===== src/rtl/sprf_ptr_unit_pkg.sv =====
// Shared definitions for the special-purpose pointer register file.
// Holds the default address width, the decoder opcode constants and the
// FSM state encoding. Has no ports.
`ifndef DMEMADDRW
`define DMEMADDRW 10
`endif

package sprf_ptr_unit_pkg;

   localparam int PTR_ADDR_W = `DMEMADDRW;

   localparam logic [2:0] PTR_OP_NOP    = 3'd0;
   localparam logic [2:0] PTR_OP_LDBASE = 3'd1;
   localparam logic [2:0] PTR_OP_LDLIM  = 3'd2;
   localparam logic [2:0] PTR_OP_LDSTR  = 3'd3;
   localparam logic [2:0] PTR_OP_RD     = 3'd4;
   localparam logic [2:0] PTR_OP_RDINC  = 3'd5;
   localparam logic [2:0] PTR_OP_BURST  = 3'd6;

   typedef enum logic {
      PTR_IDLE  = 1'b0,
      PTR_BURST = 1'b1
   } ptr_state_e;

endpackage


===== src/rtl/sprf_ptr_unit_if.sv =====
// Decoder-to-pointer-unit request bus and pointer-unit-to-wrapper response.
// Signals:
//   ipt_dec_to_ptr_op/sel/imm : opcode, pointer select, immediate (decoder)
//   opt_ptr_to_wrp_addr/vld   : indirect address and its valid
//   opt_ptr_wrap              : successor of this address wrapped
//   opt_ptr_busy / opt_ptr_rej: burst in progress / op dropped while busy
// master = decoder side, slave = pointer unit.
interface sprf_ptr_unit_if #(
   parameter int ADDR_W = 10,
   parameter int SEL_W  = 2
);
   logic [2:0]        ipt_dec_to_ptr_op;
   logic [SEL_W-1:0]  ipt_dec_to_ptr_sel;
   logic [ADDR_W-1:0] ipt_dec_to_ptr_imm;
   logic [ADDR_W-1:0] opt_ptr_to_wrp_addr;
   logic              opt_ptr_to_wrp_vld;
   logic              opt_ptr_wrap;
   logic              opt_ptr_busy;
   logic              opt_ptr_rej;

   modport master (
      output ipt_dec_to_ptr_op, ipt_dec_to_ptr_sel, ipt_dec_to_ptr_imm,
      input  opt_ptr_to_wrp_addr, opt_ptr_to_wrp_vld, opt_ptr_wrap,
             opt_ptr_busy, opt_ptr_rej
   );

   modport slave (
      input  ipt_dec_to_ptr_op, ipt_dec_to_ptr_sel, ipt_dec_to_ptr_imm,
      output opt_ptr_to_wrp_addr, opt_ptr_to_wrp_vld, opt_ptr_wrap,
             opt_ptr_busy, opt_ptr_rej
   );
endinterface


===== src/rtl/sprf_ptr_unit_ptr_modinc.sv =====
// Combinational modulo post-increment for one pointer.
// Ports:
//   cur_i, stride_i, base_i, limit_i : pointer state of the active pointer
//   next_o : successor of cur_i
//   wrap_o : successor went past limit_i and was folded back onto base_i
module ptr_modinc #(
   parameter int ADDR_W = 10
) (
   input  logic [ADDR_W-1:0] cur_i,
   input  logic [ADDR_W-1:0] stride_i,
   input  logic [ADDR_W-1:0] base_i,
   input  logic [ADDR_W-1:0] limit_i,
   output logic [ADDR_W-1:0] next_o,
   output logic              wrap_o
);
   localparam logic [ADDR_W-1:0] ONE = ADDR_W'(1);

   logic [ADDR_W:0]   sum;
   logic [ADDR_W-1:0] excess;

   // Carry bit kept so cur+stride beyond the address range still compares
   // as larger than any limit. The overshoot only needs its low bits since
   // the folded result is truncated anyway.
   assign sum    = {1'b0, cur_i} + {1'b0, stride_i};
   assign wrap_o = (sum > {1'b0, limit_i});
   assign excess = sum[ADDR_W-1:0] - limit_i - ONE;
   assign next_o = wrap_o ? (base_i + excess) : sum[ADDR_W-1:0];
endmodule


===== src/rtl/sprf_ptr_unit.sv =====
// Special-purpose pointer register file producing indirect data-RAM
// addresses. Each pointer has base, limit, stride and a current value;
// RDINC and burst mode post-increment with modulo wrap onto base.
// Ports:
//   clk, reset : clock, synchronous active-high reset
//   t_cs       : global advance enable; low freezes every register
//   bus        : slave side of sprf_ptr_unit_if (decoder ops in,
//                address/valid/wrap/busy/reject out, all registered)
module sprf_ptr_unit
   import sprf_ptr_unit_pkg::*;
#(
   parameter int ADDR_W = PTR_ADDR_W,
   parameter int NPTR   = 4,
   parameter int CNT_W  = 8,
   parameter int SEL_W  = $clog2(NPTR)
) (
   input  logic           clk,
   input  logic           reset,
   input  logic           t_cs,
   sprf_ptr_unit_if.slave bus
);
   logic [NPTR-1:0][ADDR_W-1:0] base_q, cur_q, lim_q, str_q;
   ptr_state_e                  state_q;
   logic [SEL_W-1:0]            bsel_q;
   logic [CNT_W-1:0]            cnt_q;
   logic [ADDR_W-1:0]           addr_q;
   logic                        vld_q, wrap_q, busy_q, rej_q;

   logic [2:0]        op;
   logic [SEL_W-1:0]  sel;
   logic [ADDR_W-1:0] imm;
   logic [SEL_W-1:0]  idx;
   logic [ADDR_W-1:0] mi_next;
   logic              mi_wrap;

   assign op  = bus.ipt_dec_to_ptr_op;
   assign sel = bus.ipt_dec_to_ptr_sel;
   assign imm = bus.ipt_dec_to_ptr_imm;

   // Only one pointer advances per cycle: the burst pointer while bursting,
   // otherwise whatever the decoder selects.
   assign idx = (state_q == PTR_BURST) ? bsel_q : sel;

   ptr_modinc #(.ADDR_W(ADDR_W)) u_modinc (
      .cur_i    (cur_q[idx]),
      .stride_i (str_q[idx]),
      .base_i   (base_q[idx]),
      .limit_i  (lim_q[idx]),
      .next_o   (mi_next),
      .wrap_o   (mi_wrap)
   );

   always_ff @(posedge clk) begin
      if (reset) begin
         for (int i = 0; i < NPTR; i++) begin
            base_q[i] <= '0;
            cur_q[i]  <= '0;
            lim_q[i]  <= '1;
            str_q[i]  <= ADDR_W'(1);
         end
         state_q <= PTR_IDLE;
         bsel_q  <= '0;
         cnt_q   <= '0;
         addr_q  <= '0;
         vld_q   <= 1'b0;
         wrap_q  <= 1'b0;
         busy_q  <= 1'b0;
         rej_q   <= 1'b0;
      end else if (t_cs) begin
         vld_q  <= 1'b0;
         wrap_q <= 1'b0;
         rej_q  <= 1'b0;
         case (state_q)
            PTR_IDLE: begin
               case (op)
                  PTR_OP_LDBASE: begin
                     base_q[sel] <= imm;
                     cur_q[sel]  <= imm;
                  end
                  PTR_OP_LDLIM: lim_q[sel] <= imm;
                  PTR_OP_LDSTR: str_q[sel] <= imm;
                  PTR_OP_RD: begin
                     addr_q <= cur_q[sel];
                     vld_q  <= 1'b1;
                  end
                  PTR_OP_RDINC: begin
                     addr_q     <= cur_q[sel];
                     vld_q      <= 1'b1;
                     wrap_q     <= mi_wrap;
                     cur_q[sel] <= mi_next;
                  end
                  PTR_OP_BURST: begin
                     // A zero count is a NOP; first address appears one
                     // edge after the accept, from the BURST state.
                     if (imm[CNT_W-1:0] != '0) begin
                        bsel_q  <= sel;
                        cnt_q   <= imm[CNT_W-1:0];
                        state_q <= PTR_BURST;
                        busy_q  <= 1'b1;
                     end
                  end
                  default: ;
               endcase
            end
            PTR_BURST: begin
               addr_q        <= cur_q[bsel_q];
               vld_q         <= 1'b1;
               wrap_q        <= mi_wrap;
               cur_q[bsel_q] <= mi_next;
               cnt_q         <= cnt_q - CNT_W'(1);
               rej_q         <= (op != PTR_OP_NOP);
               if (cnt_q == CNT_W'(1)) begin
                  state_q <= PTR_IDLE;
                  busy_q  <= 1'b0;
               end
            end
            default: state_q <= PTR_IDLE;
         endcase
      end
   end

   assign bus.opt_ptr_to_wrp_addr = addr_q;
   assign bus.opt_ptr_to_wrp_vld  = vld_q;
   assign bus.opt_ptr_wrap        = wrap_q;
   assign bus.opt_ptr_busy        = busy_q;
   assign bus.opt_ptr_rej         = rej_q;
endmodule


===== src/flat_wrapper.sv =====
// flat-port wrapper written by rule: the top's interface ports become plain ports
module sprf_ptr_unit_flat import sprf_ptr_unit_pkg::*;
#(
   parameter int ADDR_W = PTR_ADDR_W,
   parameter int NPTR   = 4,
   parameter int CNT_W  = 8,
   parameter int SEL_W  = $clog2(NPTR)
)
  (clk, reset, t_cs, bus_ipt_dec_to_ptr_op, bus_ipt_dec_to_ptr_sel, bus_ipt_dec_to_ptr_imm, bus_opt_ptr_to_wrp_addr, bus_opt_ptr_to_wrp_vld, bus_opt_ptr_wrap, bus_opt_ptr_busy, bus_opt_ptr_rej);
  sprf_ptr_unit_if #(.ADDR_W(ADDR_W), .SEL_W(SEL_W)) bus_i ();
  input  logic clk;
  input  logic reset;
  input  logic t_cs;
  input wire logic [$bits(bus_i.ipt_dec_to_ptr_op)-1:0] bus_ipt_dec_to_ptr_op;
  input wire logic [$bits(bus_i.ipt_dec_to_ptr_sel)-1:0] bus_ipt_dec_to_ptr_sel;
  input wire logic [$bits(bus_i.ipt_dec_to_ptr_imm)-1:0] bus_ipt_dec_to_ptr_imm;
  output wire logic [$bits(bus_i.opt_ptr_to_wrp_addr)-1:0] bus_opt_ptr_to_wrp_addr;
  output wire logic [$bits(bus_i.opt_ptr_to_wrp_vld)-1:0] bus_opt_ptr_to_wrp_vld;
  output wire logic [$bits(bus_i.opt_ptr_wrap)-1:0] bus_opt_ptr_wrap;
  output wire logic [$bits(bus_i.opt_ptr_busy)-1:0] bus_opt_ptr_busy;
  output wire logic [$bits(bus_i.opt_ptr_rej)-1:0] bus_opt_ptr_rej;
  assign bus_i.ipt_dec_to_ptr_op = bus_ipt_dec_to_ptr_op;
  assign bus_i.ipt_dec_to_ptr_sel = bus_ipt_dec_to_ptr_sel;
  assign bus_i.ipt_dec_to_ptr_imm = bus_ipt_dec_to_ptr_imm;
  assign bus_opt_ptr_to_wrp_addr = bus_i.opt_ptr_to_wrp_addr;
  assign bus_opt_ptr_to_wrp_vld = bus_i.opt_ptr_to_wrp_vld;
  assign bus_opt_ptr_wrap = bus_i.opt_ptr_wrap;
  assign bus_opt_ptr_busy = bus_i.opt_ptr_busy;
  assign bus_opt_ptr_rej = bus_i.opt_ptr_rej;
  sprf_ptr_unit #(.ADDR_W(ADDR_W), .NPTR(NPTR), .CNT_W(CNT_W), .SEL_W(SEL_W)) u_core (.clk(clk), .reset(reset), .t_cs(t_cs), .bus(bus_i));
endmodule

===== config.mk =====
export PLATFORM = sky130hd
export DESIGN_NAME = sprf_ptr_unit_flat
export DESIGN_NICKNAME = d
export VERILOG_FILES = /design/src/rtl/sprf_ptr_unit_pkg.sv /design/src/rtl/sprf_ptr_unit_if.sv /design/src/rtl/sprf_ptr_unit_ptr_modinc.sv /design/src/rtl/sprf_ptr_unit.sv /design/src/flat_wrapper.sv
export SDC_FILE = /design/constraint.sdc
export NUM_CORES = 1
export LEC_CHECK = 0
export ABC_AREA = 1
export BUFFER_PORTS_ARGS = -buffer_cell sky130_fd_sc_hd__buf_2
export CAP_MARGIN = 20
export CELL_PAD_IN_SITES_DETAIL_PLACEMENT = 0
export CELL_PAD_IN_SITES_GLOBAL_PLACEMENT = 2
export CORE_MARGIN = 2
export CORE_UTILIZATION = 39
export CTS_CLUSTER_DIAMETER = 50
export DETAILED_ROUTE_END_ITERATION = 6
export PLACE_DENSITY = 0.83
export SLEW_MARGIN = 20
export SYNTH_ARGS = -nofsm -noshare
export SYNTH_HDL_FRONTEND = slang
export SYNTH_SLANG_ARGS = --single-unit

===== constraint.sdc =====
create_clock -name clk -period 13.8 [get_ports clk]
set_input_delay 4.14 -clock clk [delete_from_list [all_inputs] [get_ports clk]]
set_output_delay 4.14 -clock clk [all_outputs]
set_load 0.005 [all_outputs]

==> flow_summary.yaml <==
setup_path:
  timing.rr.start: "u_core.state_q"
  max_stage_delay_ps: 600
  worstPathRequired_ps: 14100
  timing_worst_setup_path_type: "input pin to register"
  critPathCaptureType: "register"
  r2r_cells: 30
  cp-endpoint: "u_core.cur_q[19]"
  crit_path_frequent_cell: "nand3_1"
  crit_arrival_ps: 9480
  cp_max_fo: 71
  cp-startpoint: "bus_ipt_dec_to_ptr_sel[0]"
  crit_path_start_kind: "input pin"
  worst_path_max_delay_cell: "buf_4"
  r2r_end: "u_core.cur_q[19]"
  r2r_setup_slack_ps: 7250
routing:
  antenna_left: 0
  viasPerCell: 5.36
  drc: 0
  wl_per_cell_um: 19.1
  wirelength_um: 36000
  drtIter0Drc: 876
  vias: 10100
  first_pass_iters: 5
clock_tree:
  cts_max_path_buffers: 2
  root_buffer: "clkbuf_16"
  cts_hold_buffers: 0
  clk_latency_ps: 460
  clkTransAtPathRegs_ps: 80
  cts_buffers: 17
  cts_sinks: 185
  cts_setup_buffers: 0
  cts_tree: "yes"
  cts_resized: 0
  cts-htree-levels: 4
logic_synthesis:
  synth_fa_ha_area_share_pct: 5.47
  avgSynthCellArea_um2: 6.89
  synth-compound-area-share_pct: 22.7
  synth_seq_area_share_pct: 34.7
  ys_ff_latch: 185
  syn_inst: 1548
  synth_top_family_by_area: "simple AND/OR/NAND/NOR gates"
  synthDistinctLibCells: 48
  synth-xor-area-share_pct: 1.48
  syn-num-nets: 1606
  synthSimpleGateAreaFrac_pct: 25.9
  yosys_warnings: 0
  muxShareOfSynthArea_pct: 0
  syn-cell-area_um2: 10700
floorplan:
  die_w_um: 169
  pin_count: 32
  num_rows: 60
  start_util_pct: 39.7
  die_h_um: 169
  coreArea_um2: 26900
  dieArea_um2: 28700
pwr:
  p_comb_share_pct: 27.6
  p_int_uw: 913
  ir_drop_v: 0.0000817
  p_sw_share_pct: 38.4
  power_leakage_nw: 5.35
  power.density_nw_per_um2: 127
  p_sw_uw: 569
  seqPwrFrac_pct: 37.0
  clkPwrFrac_pct: 35.4
grt:
  grt_use_total_pct: 25.8
  grt_pass1_wl_um: 56400
  grt-ovfl-total: 0
  grt_pass1_vias: 9558
  grt_max_degree: 121
  antenna_found_initial: 0
sta:
  fin_ws_ps: 4620
  rsz0062_at_grt: "false"
  layout_min_cycle_time_ps: 9180
  finalSetupViolations: 0
  max_freq_mhz: 109
  tightest_slew_ps: 1160
  post-route-period-util_pct: 66.5
  setup-tns-final_ps: 0
  maxSlewHeadroom_pct: 22.3
  clock_skew_ps: 16.3
  hold_viol: 0
  drv_slew: 0
job:
  drv_cap: 0
final_layout:
  drive_above_1_share_pct: 9.27
  fin_util_pct: 43.3
  diodes: 0
  layout.nets: 1587
  area_growth_pct: 9.22
min_path:
  min_path_type: "register to register"
  min_path_cells: 2
place:
  gp_congestion: 0.863
  dp_hpwl_um: 24500
  port_buffers: 31
  pre_cts_ws_ps: 4210
outcome:
  outcome: "complete, no violations"
## registers in the layout (all words and copies together) (netlist names)
register                        flops
u_core.base_q                      40
u_core.cur_q                       40
u_core.lim_q                       40
u_core.str_q                       40
u_core.bus.opt_ptr_to_wrp_addr     10
u_core.cnt_q                        8
u_core.bsel_q                       2
u_core.bus.opt_ptr_busy             1
u_core.bus.opt_ptr_rej              1
u_core.bus.opt_ptr_to_wrp_vld       1
u_core.bus.opt_ptr_wrap             1
u_core.state_q                      1
## Yosys cell counts, drive strengths merged
master	n	area, um^2
nand2	353	1440
dfxtp	185	3700
inv	175	657
a21oi	165	908
o21ai	159	796
nand3	147	778
nor2	92	358
clkbuf	63	236
o211ai	46	345
ha	29	363
buf	20	116
o22ai	17	106
xor2	13	114
fa	11	220
nor3	9	50.1
clkinv	8	30.0
a31oi	7	43.8
a32oi	7	61.3
nand3b	7	56.3
nand4	6	37.5
xnor2	5	43.8
a32o	4	40.0
o21bai	4	30.0
a22oi	3	22.5
a211oi	2	15.0
a221oi	2	17.5
nor4	2	12.5
o31ai	2	15.0
a21boi	1	7.51
a21o	1	7.51
and2	1	6.26
nor3b	1	12.5
or2	1	6.26
## layer usage
layer | GRT usage, % | vias up | wire, um
met5 | 0 | - | 0
met2 | 43.1 | 216 | 16700
met3 | 3.15 | 41 | 1450
met1 | 35.0 | 4706 | 17100
li1 | - | 5124 | -
met4 | 7.69 | 0 | 726
## cells by family (layout without fill, tap and decap cells)
logic type	count (synthesis)	after routing
AND/OR/NAND/NOR	619	619
AO/OA/AOI/OAI	420	420
buffers and inverters	266	260
flip-flops	185	185
adder cells (fa/ha/maj)	40	40
XOR/XNOR	18	18
## through the flow
step | hold slack [ps] | cells | total power, mW | instance area, um^2
floorplan | 420 | 1548 | 0.856 | 10700
global placement | 431 | 1851 | 0.968 | 11000
detailed placement | 434 | 1851 | 0.967 | 11000
CTS | 447 | 1883 | 1.49 | 11600
global route | 463 | 1883 | 1.56 | 11600
finish | 446 | 1883 | 1.48 | 11600
## critical path, delay by kind of cell
family                     cells  cell delay, ps
buffers and inverters          5            1010
xor gates and xnor gates       1             270
and+or+nand+nor               15            1480
AOI/OAI and AO/OA              6            1110
adders and majority gates      4            1450
## area by class of cell
class	instances	area, um^2
inverter	183	689
tap	341	427
clock inverter	15	195
fill	2877	15200
clock buffer	17	425
timing repair buffer	45	264
sequential	185	3700
multi-input combinational	1097	5940
## cells in the final DEF, fill, tap and decap left out, drive strengths merged, types with 2 or more instances in the layout
cell type / n
a221oi: 2
o22ai: 17
a211oi: 2
nor3: 9
inv: 181
nand4: 6
nand3: 147
xnor2: 5
a31oi: 7
nand2: 353
buf: 45
nor4: 2
o31ai: 2
a32o: 4
o21bai: 4
clkinv: 16
a21oi: 165
clkbuf: 17
xor2: 13
a22oi: 3
a32oi: 7
dfxtp: 185
nand3b: 7
ha: 29
o211ai: 46
nor2: 92
o21ai: 159
fa: 11
## worst min path at each step
stage / from / endpoint / slack [ps]
finish: u_core.base_q[20] / u_core.base_q[20] / 450
global placement: u_core.base_q[23] / u_core.base_q[23] / 430
detailed placement: u_core.base_q[23] / u_core.base_q[23] / 430
floorplan: u_core.base_q[1] / u_core.base_q[1] / 420
global route: u_core.base_q[11] / u_core.base_q[11] / 460
CTS: u_core.base_q[23] / u_core.base_q[23] / 450
## power by group through the flow
| stage | registers [mW] | logic (mW) | clock network, mW |
|---|---|---|---|
| floorplan | 0.559 | 0.297 | 0 |
| global placement | 0.561 | 0.407 | 0 |
| detailed placement | 0.561 | 0.406 | 0 |
| CTS | 0.549 | 0.408 | 0.534 |
| global route | 0.550 | 0.457 | 0.552 |
| finish | 0.549 | 0.409 | 0.524 |
Note: power is estimated with default switching activity, not from simulation.
